File: src/rtl/bin_to_bcd_display_feed.sv
// bin_to_bcd_display_feed
// Sequential double-dabble converter: unsigned BinIn -> 8 packed BCD digits
// split over NumberB (digits 7..4) and NumberA (digits 3..0). Results are
// registered and held between conversions so a display never sees a partial
// value. Values above 99_999_999 saturate to all nines and raise Ovf.
// Optional feature macro: BCD_AUTO_START_EN -- when defined, any change of
// BinIn while idle starts a conversion without a Start pulse.
module bin_to_bcd_display_feed #(
  parameter int BIN_WIDTH = 27
) (
  input  logic                 Clk,
  input  logic                 Rst_n,
  input  logic [BIN_WIDTH-1:0] BinIn,
  input  logic                 Start,
  output logic                 Busy,
  output logic                 Done,
  output logic                 Ovf,
  output logic [15:0]          NumberA,
  output logic [15:0]          NumberB
);

  localparam int         SCR_W     = 32 + BIN_WIDTH;
  localparam logic [5:0] LAST_ITER = 6'(BIN_WIDTH - 1);
  localparam logic [63:0] MAX_BCD  = 64'd99_999_999;

  typedef enum logic [1:0] {IDLE, SHIFT, DONE} state_t;

  state_t             state, next_state;
  logic [SCR_W-1:0]   scratch;
  logic [SCR_W-1:0]   scratch_adj;
  logic [5:0]         iter;
  logic               ovf_pend;
  logic               start_req;
  logic               load;

  // Add 3 to every BCD nibble that is 5 or more, ahead of the shift.
  function automatic logic [31:0] bcd_adjust(input logic [31:0] bcd);
    logic [31:0] r;
    r = bcd;
    for (int i = 0; i < 8; i++) begin
      if (r[4*i +: 4] >= 4'd5) r[4*i +: 4] = r[4*i +: 4] + 4'd3;
    end
    return r;
  endfunction

  // Clamp the displayed value to all nines when the input exceeded 8 digits.
  function automatic logic [31:0] bcd_saturate(input logic [31:0] bcd, input logic ovf);
    return ovf ? 32'h9999_9999 : bcd;
  endfunction

  // Width-independent test for an input that cannot fit in 8 BCD digits.
  function automatic logic exceeds_bcd(input logic [BIN_WIDTH-1:0] v);
    logic [63:0] ext;
    ext = 64'(v);
    return ext > MAX_BCD;
  endfunction

`ifdef BCD_AUTO_START_EN
  logic [BIN_WIDTH-1:0] last_bin;

  // Remember the value of each loaded conversion so a change can retrigger.
  always_ff @(posedge Clk or negedge Rst_n) begin
    if (!Rst_n)    last_bin <= '0;
    else if (load) last_bin <= BinIn;
  end

  assign start_req = Start | (BinIn != last_bin);
`else
  assign start_req = Start;
`endif

  assign load        = (state == IDLE) && start_req;
  assign Busy        = (state != IDLE);
  assign scratch_adj = {bcd_adjust(scratch[SCR_W-1:BIN_WIDTH]), scratch[BIN_WIDTH-1:0]};

  // FSM state register.
  always_ff @(posedge Clk or negedge Rst_n) begin
    if (!Rst_n) state <= IDLE;
    else        state <= next_state;
  end

  // Next-state logic: load -> BIN_WIDTH shifts -> one publish cycle.
  always_comb begin
    next_state = state;
    case (state)
      IDLE:    if (start_req) next_state = SHIFT;
      SHIFT:   if (iter == LAST_ITER) next_state = DONE;
      DONE:    next_state = IDLE;
      default: next_state = IDLE;
    endcase
  end

  // Iteration counter and overflow flag captured at load time.
  always_ff @(posedge Clk or negedge Rst_n) begin
    if (!Rst_n) begin
      iter     <= '0;
      ovf_pend <= 1'b0;
    end else if (load) begin
      iter     <= '0;
      ovf_pend <= exceeds_bcd(BinIn);
    end else if (state == SHIFT) begin
      iter     <= iter + 6'd1;
    end
  end

  // Double-dabble scratch: BCD field above the binary field, adjust then shift.
  always_ff @(posedge Clk) begin
    if (load)                scratch <= SCR_W'(BinIn);
    else if (state == SHIFT) scratch <= {scratch_adj[SCR_W-2:0], 1'b0};
  end

  // Publish the finished result and pulse Done for one cycle.
  always_ff @(posedge Clk or negedge Rst_n) begin
    if (!Rst_n) begin
      NumberA <= '0;
      NumberB <= '0;
      Ovf     <= 1'b0;
      Done    <= 1'b0;
    end else begin
      Done <= (state == DONE);
      if (state == DONE) begin
        {NumberB, NumberA} <= bcd_saturate(scratch[SCR_W-1:BIN_WIDTH], ovf_pend);
        Ovf                <= ovf_pend;
      end
    end
  end

endmodule

File: config.mk
export PLATFORM = sky130hd
export DESIGN_NAME = bin_to_bcd_display_feed
export DESIGN_NICKNAME = d
export VERILOG_FILES = /design/src/rtl/bin_to_bcd_display_feed.sv
export SDC_FILE = /design/constraint.sdc
export NUM_CORES = 1
export LEC_CHECK = 0
export BUFFER_PORTS_ARGS = -buffer_cell sky130_fd_sc_hd__clkbuf_2
export CAP_MARGIN = 15
export CORE_UTILIZATION = 30
export DETAILED_ROUTE_END_ITERATION = 7
export RECOVER_POWER = 100
export SLEW_MARGIN = 20
export SYNTH_ARGS = -nofsm -noshare
export SYNTH_HDL_FRONTEND = slang
export SYNTH_SLANG_ARGS = --single-unit
File: constraint.sdc
create_clock -name Clk -period 5.3 [get_ports Clk]
set_input_delay 0.53 -clock Clk [delete_from_list [all_inputs] [get_ports Clk]]
set_output_delay 0.53 -clock Clk [all_outputs]
set_load 0.01 [all_outputs]
==> metrics.json, run 1 <==
{
  "status": {
    "outcome": "finished with violations",
    "violations": "max-capacitance violations, max-slew violations"
  },
  "synth": {
    "area_share_of_the_leading_cell_type_in_the_synthesized_netlist_pct": 22.0,
    "synth-seq-area-share_pct": 51.7,
    "synth.distinct_cells": 39,
    "syn_area_um2": 4890,
    "synth.most_common_cell": "sky130_fd_sc_hd__nand2_1",
    "synth.net_count": 554,
    "yosys-top-cells-area": "sky130_fd_sc_hd__dfrtp_1, sky130_fd_sc_hd__edfxtp_1, sky130_fd_sc_hd__dfxtp_1, sky130_fd_sc_hd__nand2_1, sky130_fd_sc_hd__ha_1",
    "synth_area_leader_cell": "sky130_fd_sc_hd__dfrtp_1",
    "ys_async_sr_fraction_pct": 42.2,
    "synth_commonest_cells": "sky130_fd_sc_hd__nand2_1, sky130_fd_sc_hd__dfrtp_1, sky130_fd_sc_hd__o21ai_1, sky130_fd_sc_hd__dfxtp_1, sky130_fd_sc_hd__nor2_1",
    "synth_warnings": 0,
    "synth_edf_count": 27,
    "ys_dominant_reg_cell": "sky130_fd_sc_hd__dfrtp_1",
    "synthesis.area_per_instance_um2": 9.66,
    "postSynthRegisterBits": 102,
    "gate_count_of_the_mapped_netlist": 506
  },
  "critical_path": {
    "worst-endpoint-required_ps": 5440,
    "worstPathMaxFanout": 66,
    "cp_cell_sequence": "nand2b_2 > clkbuf_1 > o21ai_0",
    "worst_ep_arrival_time_ps": 2870,
    "critical_path.endpoint_type": "register",
    "cp_startpoint_kind": "register",
    "slowest_stage": "sky130_fd_sc_hd__clkbuf_1",
    "max_stage_delay_ps": 1630,
    "path_type_of_the_worst_setup_path": "reg2reg"
  },
  "die": {
    "die-area_um2": 16800,
    "io_pins": 65,
    "die_y_um": 130,
    "initial_utilization_pct": 30.8,
    "core_area_um2": 15900,
    "floorplan.rows": 46,
    "die_w_um": 130
  },
  "global_routing": {
    "wire_length_of_the_first_global_routing_pass_mm": 16.4,
    "grt_overflow_total": 0,
    "antenna_found_initial": 0,
    "grt_start_max_net_pins": 67,
    "grt_usage_pct": 12.5,
    "grt_pass1_vias": 3367
  },
  "sta": {
    "min_period_over_period_pct": 51.5,
    "report.final.hold_viol_count": 0,
    "worstMarginPinSlew_ps": 2390,
    "fmax_ghz": 0.366,
    "number_of_max_slew_violations_in_the_final_report": 248,
    "finalSetupViolCount": 0,
    "post_layout_min_period_ps": 2730,
    "max_slew_margin_pct": -59.3,
    "final.setup_skew_ps": 11.1,
    "grt_setup_unrepaired": "no",
    "fin_tns_setup_ps": 0
  },
  "clock_tree": {
    "cts_tree": "built",
    "post_cts_resize_count": 0,
    "tritoncts.num_buffers": 9,
    "htreeDepth": 3,
    "worstSkewPairLatency_ps": 360,
    "cts.clk_slew.worst_paths_ps": 80,
    "clock_sinks": 102,
    "post_cts.repair.setup_buffers": 0,
    "clockRootBuffer": "sky130_fd_sc_hd__clkbuf_16",
    "cts_hold_repair.buffers": 0,
    "number_of_buffers_on_the_longest_clock_path": 2
  },
  "routing": {
    "route.detailed.vias_per_inst": 4.59,
    "ant_nets": 0,
    "first_iter_violations": 195,
    "route.final.wire_length_mm": 9.77,
    "iteration_count_of_the_initial_detailed_routing_pass": 4,
    "drc": 0,
    "wl_per_cell_um": 12.6,
    "detailroute.via_count": 3566
  },
  "final_layout": {
    "flow.area_growth_from_synthesis_pct": 11.5,
    "antenna_cells": 0,
    "layout-drive-gt1-share_pct": 11.4,
    "finalCoreUtilization_pct": 34.3,
    "final_nets": 604
  },
  "placed_design": {
    "detailedPlacementHpwl_mm": 6.53,
    "numPortBuffers": 64,
    "gpl.final_weighted_congestion": 0.772
  },
  "pwr": {
    "powerDensity_nw_per_um2": 618,
    "p_leak_nw": 2.32,
    "worst_supply_voltage_drop_on_vdd_mv": 0.215
  },
  "run": {
    "maxCapViolCount": 5
  },
  "worst_hold_path": {
    "hold_class": "in2reg"
  }
}
==> stage by stage <==
stage / setup slack [ps] / total power [mW] / cell area (µm²) / hold WS (ps) / instances
floorplan: 3460 / 2.50 / 4890 / 234 / 506
global placement: 3240 / 2.79 / 5310 / 445 / 761
detailed placement: 3160 / 2.86 / 5310 / 445 / 761
CTS: 3150 / 3.53 / 5600 / 407 / 777
global route: 1970 / 3.66 / 5450 / 449 / 777
finish: 2570 / 3.36 / 5450 / 436 / 777
==> registers in the layout, summed over array words and instances, names as in the netlist <==
register  flops
scratch      59
NumberA      16
NumberB      16
iter          6
state         2
Done          1
Ovf           1
ovf_pend      1
==> cell type report <==
type / count / area, µm²
fill: 1647 / 10400
sequential: 102 / 2530
multi-input combinational: 356 / 2000
timing repair buffer: 67 / 287
tap: 216 / 270
clock buffer: 11 / 254
inverter: 20 / 75.1
clock inverter: 5 / 37.5
==> routing by layer <==
layer,vias up,wire (µm),global-route usage [%]
li1,1810,-,-
met1,1665,4940,16.6
met2,83,4180,19.0
met3,8,534,4.21
met4,0,111,4.24
met5,-,0,0
==> logic make-up (layout without fill, tap and decap cells) <==
| logic type | Yosys count | after routing | share of synthesized area, % |
|---|---|---|---|
| fa+ha+maj | 18 | 18 | 4.61 |
| xor+xnor | 15 | 15 | 2.69 |
| flops | 102 | 102 | 51.7 |
| simple gates | 211 | 211 | 19.0 |
| compound gates | 103 | 103 | 14.3 |
| mux | 9 | 9 | 2.07 |
| buf+inv | 48 | 103 | 5.58 |
==> placed cells by master (no fill, tap or decap), drive strengths merged <==
| master | instances |
|---|---|
| nor4 | 1 |
| o31ai | 12 |
| nand2b | 18 |
| o21ai | 64 |
| nor3 | 2 |
| and2b | 1 |
| inv | 24 |
| xor2 | 7 |
| o211ai | 1 |
| mux2 | 9 |
| and2 | 2 |
| o32ai | 7 |
| a221oi | 1 |
| dfxtp | 32 |
| ha | 18 |
| a31oi | 1 |
| clkinv | 1 |
| clkbuf | 78 |
| nor2 | 29 |
| dfrtp | 43 |
| a21oi | 16 |
| nor4b | 1 |
| nand2 | 126 |
| a32oi | 1 |
| nand3 | 26 |
| nand4b | 1 |
| xnor2 | 8 |
| nor3b | 1 |
| nand4 | 3 |
| edfxtp | 27 |
==> power breakdown <==
group / leakage, nW / switching [mW] / internal [mW]
combinational: 1.08 / 0.701 / 0.499
clock: 0.148 / 0.302 / 0.352
sequential: 1.09 / 0.285 / 1.22
==> worst paths after layout <==
| kind | cells past startpoint | to | startpoint | slack [ps] |
|---|---|---|---|---|
| setup / recovery | 3 | NumberA[6]$_DFFE_PN0P_ | state[0]$_DFFE_PN0P_ | 2570 |
| setup reg to reg | 3 | NumberA[6]$_DFFE_PN0P_ | state[0]$_DFFE_PN0P_ | 2570 |
| hold / removal | 3 | scratch[2]$_DFFE_PP_ | BinIn[2] | 440 |
| hold reg to reg | 2 | scratch[27]$_SDFFE_PP0P_ | scratch[26]$_DFFE_PP_ | 460 |
| min in group asynchronous | 1 | NumberB[12]$_DFFE_PN0P_ | Rst_n | 900 |
| max in group asynchronous | 1 | ovf_pend$_DFFE_PN0P_ | Rst_n | 2860 |
==> worst max-delay path: cells and delay by family, from the launching register on <==
| kind | cells | cell delay [ps] |
|---|---|---|
| buffers and inverters | 1 | 1630 |
| and+or+nand+nor | 1 | 140 |
| AOI/OAI and AO/OA | 1 | 320 |
| DFF | 1 | 390 |
Power figures use the tool's default switching activity.
==> run 2, diff against run 1 <==
- clock period: 5.3 -> 2.2 ns (I/O delays scaled with it)
==> run 2 against run 1 <==
Net effect:
- final cell count up 0.77%
- clock power up 140%
- register-to-register slack lost 2100 ps
- first-iteration DRC count grew 13%
- highest routed layer is now met5
- critical endpoint is now scratch[21]$_DFFE_PP_
- clock-buffer cell count up 2
- the flow now finishes without violations
==> metrics.json, run 2 (synthesized netlist as in run 1, its figures left out) <==
{
  "global_routing": {
    "grt_overflow_total": {"value": 0, "change": "unchanged"},
    "grt_usage": {"value": 12.8, "unit": "%", "change": "+0.31 points"},
    "antenna_found_initial": {"value": 1, "change": "+1"},
    "grt_util_met3": {"value": 3.67, "unit": "%", "change": "-0.54 points"},
    "wire_length_of_the_first_global_routing_pass": {"value": 16.9, "unit": "mm", "change": "+3.2%"},
    "grt_pass1_vias": {"value": 3475, "change": "+3.2%"},
    "use_met1": {"value": 16.8, "unit": "%", "change": "+0.22 points"},
    "global_route.peak_usage_layer": "met2",
    "grt_start_max_net_pins": {"value": 55, "change": "-18%"},
    "grt_use_met2": {"value": 20.1, "unit": "%", "change": "+1.2 points"}
  },
  "die": {
    "die-area": {"value": 16800, "unit": "µm²", "change": "unchanged"},
    "core_area": {"value": 15900, "unit": "µm²", "change": "unchanged"},
    "initial_utilization": {"value": 30.8, "unit": "%", "change": "unchanged"},
    "die_y": {"value": 130, "unit": "µm", "change": "unchanged"},
    "die_w": {"value": 130, "unit": "µm", "change": "unchanged"},
    "floorplan.rows": {"value": 46, "change": "unchanged"},
    "io_pins": {"value": 65, "change": "unchanged"}
  },
  "sta": {
    "final.setup_skew": {"value": 6.92, "unit": "ps", "change": "-4.18 ps"},
    "number_of_max_slew_violations_in_the_final_report": {"value": 0, "change": "-100%"},
    "report.final.hold_viol_count": {"value": 0, "change": "unchanged"},
    "max_slew_margin": {"value": 25.8, "unit": "%", "change": "+85 points"},
    "min_period_over_period": {"value": 77.2, "unit": "%", "change": "+26 points"},
    "worstMarginPinSlew": {"value": 1110, "unit": "ps", "change": "-1280 ps"},
    "fmax": {"value": 0.588, "unit": "GHz", "change": "+61%"},
    "post_layout_min_period": {"value": 1700, "unit": "ps", "change": "-1030 ps"},
    "grt_setup_unrepaired": "no",
    "fin_tns_setup": {"value": 0, "unit": "ps", "change": "unchanged"},
    "finalSetupViolCount": {"value": 0, "change": "unchanged"}
  },
  "worst_hold_path": {
    "hold_class": "in2reg",
    "hold_path_startpoint": "BinIn[5]",
    "min_delay_worst_endpoint": "scratch[5]$_DFFE_PP_",
    "min_path_cells": {"value": 3, "change": "unchanged"}
  },
  "routing": {
    "drc": {"value": 0, "change": "unchanged"},
    "route.final.wire_length": {"value": 9.91, "unit": "mm", "change": "+1.4%"},
    "detailroute.via_count": {"value": 3633, "change": "+1.9%"},
    "route.detailed.vias_per_inst": {"value": 4.64, "change": "+1.1%"},
    "wl_per_cell": {"value": 12.7, "unit": "µm", "change": "+0.65%"},
    "ant_nets": {"value": 0, "change": "unchanged"},
    "iteration_count_of_the_initial_detailed_routing_pass": {"value": 4, "change": "unchanged"},
    "first_iter_violations": {"value": 220, "change": "+13%"}
  },
  "pwr": {
    "powerDensity": {"value": 1480, "unit": "nW/µm²", "change": "+140%"},
    "p_leak": {"value": 2.36, "unit": "nW", "change": "+1.8%"},
    "worst_supply_voltage_drop_on_vdd": {"value": 0.545, "unit": "mV", "change": "+150%"}
  },
  "final_layout": {
    "biggestRegsByFlops": "scratch: 59 flops, NumberA: 16 flops, NumberB: 16 flops",
    "fill_cells": {"value": 1670, "change": "+1.4%"},
    "regMostFlops": "scratch",
    "flow.area_growth_from_synthesis_pct": 12.6,
    "final_cell_mix": "sky130_fd_sc_hd__nand2_1, sky130_fd_sc_hd__o21ai_0, sky130_fd_sc_hd__dfrtp_1",
    "largest_reg_flops": {"value": 59, "change": "unchanged"},
    "layout-drive-gt1-share": {"value": 12.0, "unit": "%", "change": "+0.58 points"},
    "number_of_standard_cells_in_the_final_layout_excluding_fillers": {"value": 783, "change": "+0.77%"},
    "antenna_cells": {"value": 0, "change": "unchanged"},
    "most_frequent_standard_cell_in_the_layout_excluding_fill_and_tap_cells": "sky130_fd_sc_hd__nand2_1",
    "final_nets": {"value": 610, "change": "+0.99%"}
  },
  "placed_design": {
    "gpl.final_weighted_congestion": {"value": 0.753, "change": "-2.5%"},
    "place_inst": {"value": 766, "change": "+0.66%"},
    "detailedPlacementHpwl": {"value": 6.65, "unit": "mm", "change": "+1.9%"},
    "numPortBuffers": {"value": 64, "change": "unchanged"}
  },
  "critical_path": {
    "worst_ep_arrival_time": {"value": 1710, "unit": "ps", "change": "-1160 ps"},
    "critical_path.endpoint_type": "register",
    "worstReg2RegEnd": "scratch[21]$_DFFE_PP_",
    "cp_startpoint_kind": "register",
    "critical_path.n_buffers_inverters": {"value": 2, "change": "+1"},
    "slowest_stage": "sky130_fd_sc_hd__dfrtp_1",
    "worstReg2RegStart": "state[1]$_DFFE_PN0P_",
    "r2r.worst_path.cells": {"value": 4, "change": "+1"},
    "worst-endpoint-required": {"value": 2210, "unit": "ps", "change": "-3230 ps"},
    "r2r_slack": {"value": 500, "unit": "ps", "change": "-2070 ps"},
    "worstPathMaxFanout": {"value": 27, "change": "-59%"},
    "cp_cell_sequence": "and2b_4 > nor2_1 > inv_1 > buf_4",
    "path_type_of_the_worst_setup_path": "reg2reg",
    "crit_start": "state[1]$_DFFE_PN0P_",
    "max_stage_delay": {"value": 420, "unit": "ps", "change": "-1210 ps"},
    "cell_class_contributing_the_biggest_share_of_worst_path_delay": "simple AND/OR/NAND/NOR gates"
  },
  "status": {
    "outcome": "finished clean"
  },
  "clock_tree": {
    "post_cts.repair.setup_buffers": {"value": 0, "change": "unchanged"},
    "clockRootBuffer": "sky130_fd_sc_hd__clkbuf_16",
    "cts.clk_slew.worst_paths": {"value": 60, "unit": "ps", "change": "-20 ps"},
    "number_of_buffers_on_the_longest_clock_path": {"value": 2, "change": "unchanged"},
    "tritoncts.num_buffers": {"value": 9, "change": "unchanged"},
    "htreeDepth": {"value": 3, "change": "unchanged"},
    "post_cts_resize_count": {"value": 0, "change": "unchanged"},
    "worstSkewPairLatency": {"value": 350, "unit": "ps", "change": "about the same"},
    "clock_sinks": {"value": 102, "change": "unchanged"},
    "cts_tree": "built",
    "cts_hold_repair.buffers": {"value": 1, "change": "+1"}
  },
  "run": {
    "maxCapViolCount": {"value": 0, "change": "-5"}
  }
}
-- run 2: cell types whose count changed in the layout (fill, tap and decap cells not counted), sizes merged --
cell         change
buf              +5
clkbuf           +2
dlygate4sd3      +1
inv              -2
-- run 2: metrics by stage --
stage          hold WS, ps  total power, mW  util (%)  cell area [µm²]  setup slack, ps
6_report               135             8.16      34.6             5500              501
4_1_cts                116             8.58      35.6             5660              477
3_5_place_dp           343             6.97      33.7             5360              504
2_1_floorplan        -75.6             6.03         -             4890              447
5_1_grt                133             8.90      34.6             5500              287
3_3_place_gp           332             6.79      33.7             5360              550
-- run 2: area by class of cell --
cell class | count | area [µm²] | share of cell area, %
sequential | 102 | 2530 | 46.0
inverter | 20 | 75.1 | 1.36
clock buffer | 13 | 272 | 4.94
timing repair buffer | 73 | 352 | 6.39
multi-input combinational | 356 | 1980 | 36.0
clock inverter | 3 | 23.8 | 0.432
tap | 216 | 270 | 4.91
-- run 2: worst max path at each step --
stage | to | slack [ps] | cells after the start
finish | scratch[21]$_DFFE_PP_ | 500 | 4
global route | NumberA[15]$_DFFE_PN0P_ | 290 | 3
CTS | scratch[21]$_DFFE_PP_ | 480 | 4
detailed placement | scratch[21]$_DFFE_PP_ | 500 | 4
global placement | scratch[20]$_DFFE_PP_ | 550 | 4
floorplan | scratch[0]$_SDFFCE_PN0P_ | 450 | 3
-- run 2: routing by layer --
metal	share of wire (%)	vias to the layer above
met5	0.13	-
met4	1.3	2
met3	5.7	13
met2	44	96
met1	49	1693
li1	-	1829
-- run 2: where the power goes --
group	switching (mW)	internal, mW
combinational	1.73	1.25
clock	0.694	0.875
sequential	0.674	2.94
total	3.10	5.06
-- run 2: tightest hold or removal path: cells and delay by family --
family | cells | cell delay (ps)
buffers and inverters | 1 | 70
AND/OR/NAND/NOR | 2 | 80
==> run 3, diff against run 2 <==
- clock period: 2.2 -> 1.5 ns (I/O delays scaled with it)
==> run 3 against run 2 <==
Net effect:
- sequential power increased by 45%
- global-route usage increased by 0.28 points
- highest routed layer is now met4
- critical path type unchanged
- core utilization increased by 1.9 points
- largest power group unchanged
- clock skew increased by 3.1 ps
- critical path depth increased by 2
- die area unchanged
==> metrics.json, run 3 (synthesized netlist as in run 1, its figures left out) <==
{
  "sta": {
    "max_slew_margin": {"value": 37.0, "unit": "%", "change": "+11 points"},
    "report.final.hold_viol_count": {"value": 0, "change": "unchanged"},
    "fin_tns_setup": {"value": 0, "unit": "ps", "change": "unchanged"},
    "min_period_over_period": {"value": 97.3, "unit": "%", "change": "+20 points"},
    "worstMarginPinSlew": {"value": 945, "unit": "ps", "change": "-168 ps"},
    "number_of_max_slew_violations_in_the_final_report": {"value": 0, "change": "unchanged"},
    "final.setup_skew": {"value": 9.99, "unit": "ps", "change": "+3.07 ps"},
    "fmax": {"value": 0.685, "unit": "GHz", "change": "+16%"},
    "post_layout_min_period": {"value": 1460, "unit": "ps", "change": "-240 ps"},
    "finalSetupViolCount": {"value": 0, "change": "unchanged"},
    "finalHoldWorstSlack": {"value": 62.8, "unit": "ps", "change": "-72.2 ps"}
  },
  "pwr": {
    "p_int": {"value": 8.02, "unit": "mW", "change": "+58%"},
    "clock_power_share": {"value": 18.4, "unit": "%", "change": "-0.8 points"},
    "powerDensity": {"value": 2220, "unit": "nW/µm²", "change": "+50%"},
    "worst_supply_voltage_drop_on_vdd": {"value": 0.747, "unit": "mV", "change": "+37%"},
    "p_leak": {"value": 2.47, "unit": "nW", "change": "+4.5%"},
    "switching_power": {"value": 4.87, "unit": "mW", "change": "+57%"},
    "power.total": {"value": 12.9, "unit": "mW", "change": "+58%"},
    "netSwitchingFraction": {"value": 37.8, "unit": "%", "change": "-0.16 points"},
    "comb_power_share": {"value": 40.8, "unit": "%", "change": "+4.4 points"},
    "power_frac_seq": {"value": 40.8, "unit": "%", "change": "-3.5 points"}
  },
  "critical_path": {
    "r2r.worst_path.cells": {"value": 6, "change": "+2"},
    "worstPathMaxFanout": {"value": 4, "change": "-85%"},
    "cp_cell_sequence": "inv_1 > ha_2 > nand2b_1 > a21oi_2 > mux2_2 > o21ai_0",
    "worstReg2RegEnd": "scratch[29]$_SDFFE_PP0P_",
    "crit_end": "scratch[29]$_SDFFE_PP0P_",
    "cp_startpoint_kind": "register",
    "worst-endpoint-required": {"value": 1780, "unit": "ps", "change": "-430 ps"},
    "path_type_of_the_worst_setup_path": "reg2reg",
    "crit_start": "scratch[27]$_SDFFE_PP0P_",
    "worst_ep_arrival_time": {"value": 1740, "unit": "ps", "change": "+30 ps"},
    "max_stage_delay": {"value": 350, "unit": "ps", "change": "-70 ps"},
    "slowest_stage": "sky130_fd_sc_hd__dfxtp_1",
    "r2r_slack": {"value": 40, "unit": "ps", "change": "-460 ps"},
    "worstReg2RegStart": "scratch[27]$_SDFFE_PP0P_",
    "critical_path.endpoint_type": "register"
  },
  "die": {
    "core_area": {"value": 15900, "unit": "µm²", "change": "unchanged"},
    "die-area": {"value": 16800, "unit": "µm²", "change": "unchanged"},
    "floorplan.rows": {"value": 46, "change": "unchanged"},
    "initial_utilization": {"value": 30.8, "unit": "%", "change": "unchanged"},
    "die_y": {"value": 130, "unit": "µm", "change": "unchanged"},
    "io_pins": {"value": 65, "change": "unchanged"},
    "die_w": {"value": 130, "unit": "µm", "change": "unchanged"}
  },
  "final_layout": {
    "largest_reg_flops": {"value": 59, "change": "unchanged"},
    "flow.area_growth_from_synthesis_pct": 18.6,
    "regMostFlops": "scratch",
    "finalCoreUtilization": {"value": 36.5, "unit": "%", "change": "+1.9 points"},
    "biggestRegsByFlops": "scratch: 59 flops, NumberA: 16 flops, NumberB: 16 flops",
    "final_cell_mix": "sky130_fd_sc_hd__nand2_1, sky130_fd_sc_hd__dfrtp_1, sky130_fd_sc_hd__clkbuf_1",
    "layout-drive-gt1-share": {"value": 22.5, "unit": "%", "change": "+11 points"},
    "most_frequent_standard_cell_in_the_layout_excluding_fill_and_tap_cells": "sky130_fd_sc_hd__nand2_1",
    "fill_cells": {"value": 1635, "change": "-2.1%"},
    "final_nets": {"value": 629, "change": "+3.1%"},
    "antenna_cells": {"value": 0, "change": "unchanged"}
  },
  "global_routing": {
    "antenna_found_initial": {"value": 0, "change": "-1"},
    "grt_overflow_total": {"value": 0, "change": "unchanged"},
    "grt_start_max_net_pins": {"value": 61, "change": "+11%"},
    "wire_length_of_the_first_global_routing_pass": {"value": 17.3, "unit": "mm", "change": "+2.0%"},
    "grt_usage": {"value": 13.1, "unit": "%", "change": "+0.28 points"},
    "grt_pass1_vias": {"value": 3591, "change": "+3.3%"}
  },
  "clock_tree": {
    "htreeDepth": {"value": 3, "change": "unchanged"},
    "cts.clk_slew.worst_paths": {"value": 70, "unit": "ps", "change": "about the same"},
    "number_of_buffers_on_the_longest_clock_path": {"value": 2, "change": "unchanged"},
    "clockRootBuffer": "sky130_fd_sc_hd__clkbuf_16",
    "tritoncts.num_buffers": {"value": 9, "change": "unchanged"},
    "cts_tree": "built",
    "clock_sinks": {"value": 102, "change": "unchanged"},
    "worstSkewPairLatency": {"value": 350, "unit": "ps", "change": "about the same"}
  },
  "placed_design": {
    "gpl.final_weighted_congestion": {"value": 0.772, "change": "+2.5%"},
    "numPortBuffers": {"value": 64, "change": "unchanged"},
    "detailedPlacementHpwl": {"value": 7.04, "unit": "mm", "change": "+5.9%"}
  },
  "routing": {
    "first_iter_violations": {"value": 169, "change": "-23%"},
    "route.detailed.vias_per_inst": {"value": 4.56, "change": "-1.7%"},
    "route.final.wire_length": {"value": 10.1, "unit": "mm", "change": "+2.3%"},
    "detailroute.via_count": {"value": 3657, "change": "+0.66%"},
    "wl_per_cell": {"value": 12.6, "unit": "µm", "change": "-0.12%"},
    "ant_nets": {"value": 0, "change": "unchanged"},
    "drc": {"value": 0, "change": "unchanged"},
    "iteration_count_of_the_initial_detailed_routing_pass": {"value": 4, "change": "unchanged"}
  },
  "worst_hold_path": {
    "hold_class": "in2reg"
  },
  "run": {
    "maxCapViolCount": {"value": 0, "change": "unchanged"}
  },
  "status": {
    "outcome": "finished clean"
  }
}
-- run 3: changes by cell type in the layout (fill, tap and decap cells not counted), moves of 9 or more --
cell                      before  now
sky130_fd_sc_hd__inv_1        20   11
sky130_fd_sc_hd__dfxtp_1      32   20
sky130_fd_sc_hd__o21ai_1      15   28
sky130_fd_sc_hd__buf_4         4   19
sky130_fd_sc_hd__dfxtp_2       0   12
sky130_fd_sc_hd__o21ai_0      47   33
-- run 3: layer usage --
layer	global-route usage (%)	up-vias	wire length, µm
met4	6.43	0	173
met1	17.5	1683	4980
met2	20.2	85	4550
met5	0	-	0
met3	2.56	12	434
li1	-	1877	-
-- run 3: worst min path at each step --
stage | start | end | slack, ps | depth (start not counted)
after global placement | Rst_n | NumberB[14]$_DFFE_PN0P_ | 130 | 1
after global routing | BinIn[3] | scratch[3]$_DFFE_PP_ | 70 | 3
after CTS | BinIn[1] | scratch[1]$_DFFE_PP_ | 50 | 3
after detailed placement | Rst_n | NumberB[12]$_DFFE_PN0P_ | 130 | 1
final | BinIn[4] | scratch[4]$_DFFE_PP_ | 60 | 3
after floorplan | Rst_n | Done$_DFF_PN0_ | -150 | 0
-- run 3: final cells by class --
class,instances,area [µm²],share of cell area (%)
tap,216,270,4.66
timing repair buffer,92,522,9.00
multi-input combinational,356,2080,36.0
sequential,102,2540,43.9
clock buffer,10,229,3.95
inverter,20,78.8,1.36
clock inverter,6,67.6,1.17
-- run 3: repair_timing --
action / 4_1_cts / 5_1_grt
hold buffers: 1 / 0
setup buffers: 0 / 1
endpoints found under the hold margin: 15 / 0
pin swaps: 1 / 7
setup endpoints to repair: 5 / 25
gates resized for setup: 5 / 30
-- run 3: power groups by stage --
| stage | Combinational, mW | Clock (mW) | Sequential (mW) |
|---|---|---|---|
| floorplan | 3.64 | 0 | 5.22 |
| global placement | 5.17 | 0 | 5.18 |
| detailed placement | 5.40 | 0 | 5.25 |
| CTS | 5.44 | 2.46 | 5.21 |
| global route | 6.02 | 2.57 | 5.45 |
| finish | 5.26 | 2.38 | 5.26 |
-- run 3: critical path, delay by kind of cell, from the launching register on --
kind | cells | cell delay, ps
AOI/OAI and AO/OA | 2 | 280
adders and majority gates | 1 | 210
and+or+nand+nor | 1 | 70
DFF | 1 | 350
muxes | 1 | 340
buffers and inverters | 1 | 140
-- run 3: metrics by stage --
stage	instances	area [µm²]	setup WS, ps
2_1_floorplan	506	4890	-38.1
5_1_grt	802	5800	-17.5
3_3_place_gp	784	5550	81.6
6_report	802	5800	40.4
3_5_place_dp	784	5550	-11.8
4_1_cts	801	5860	1.34
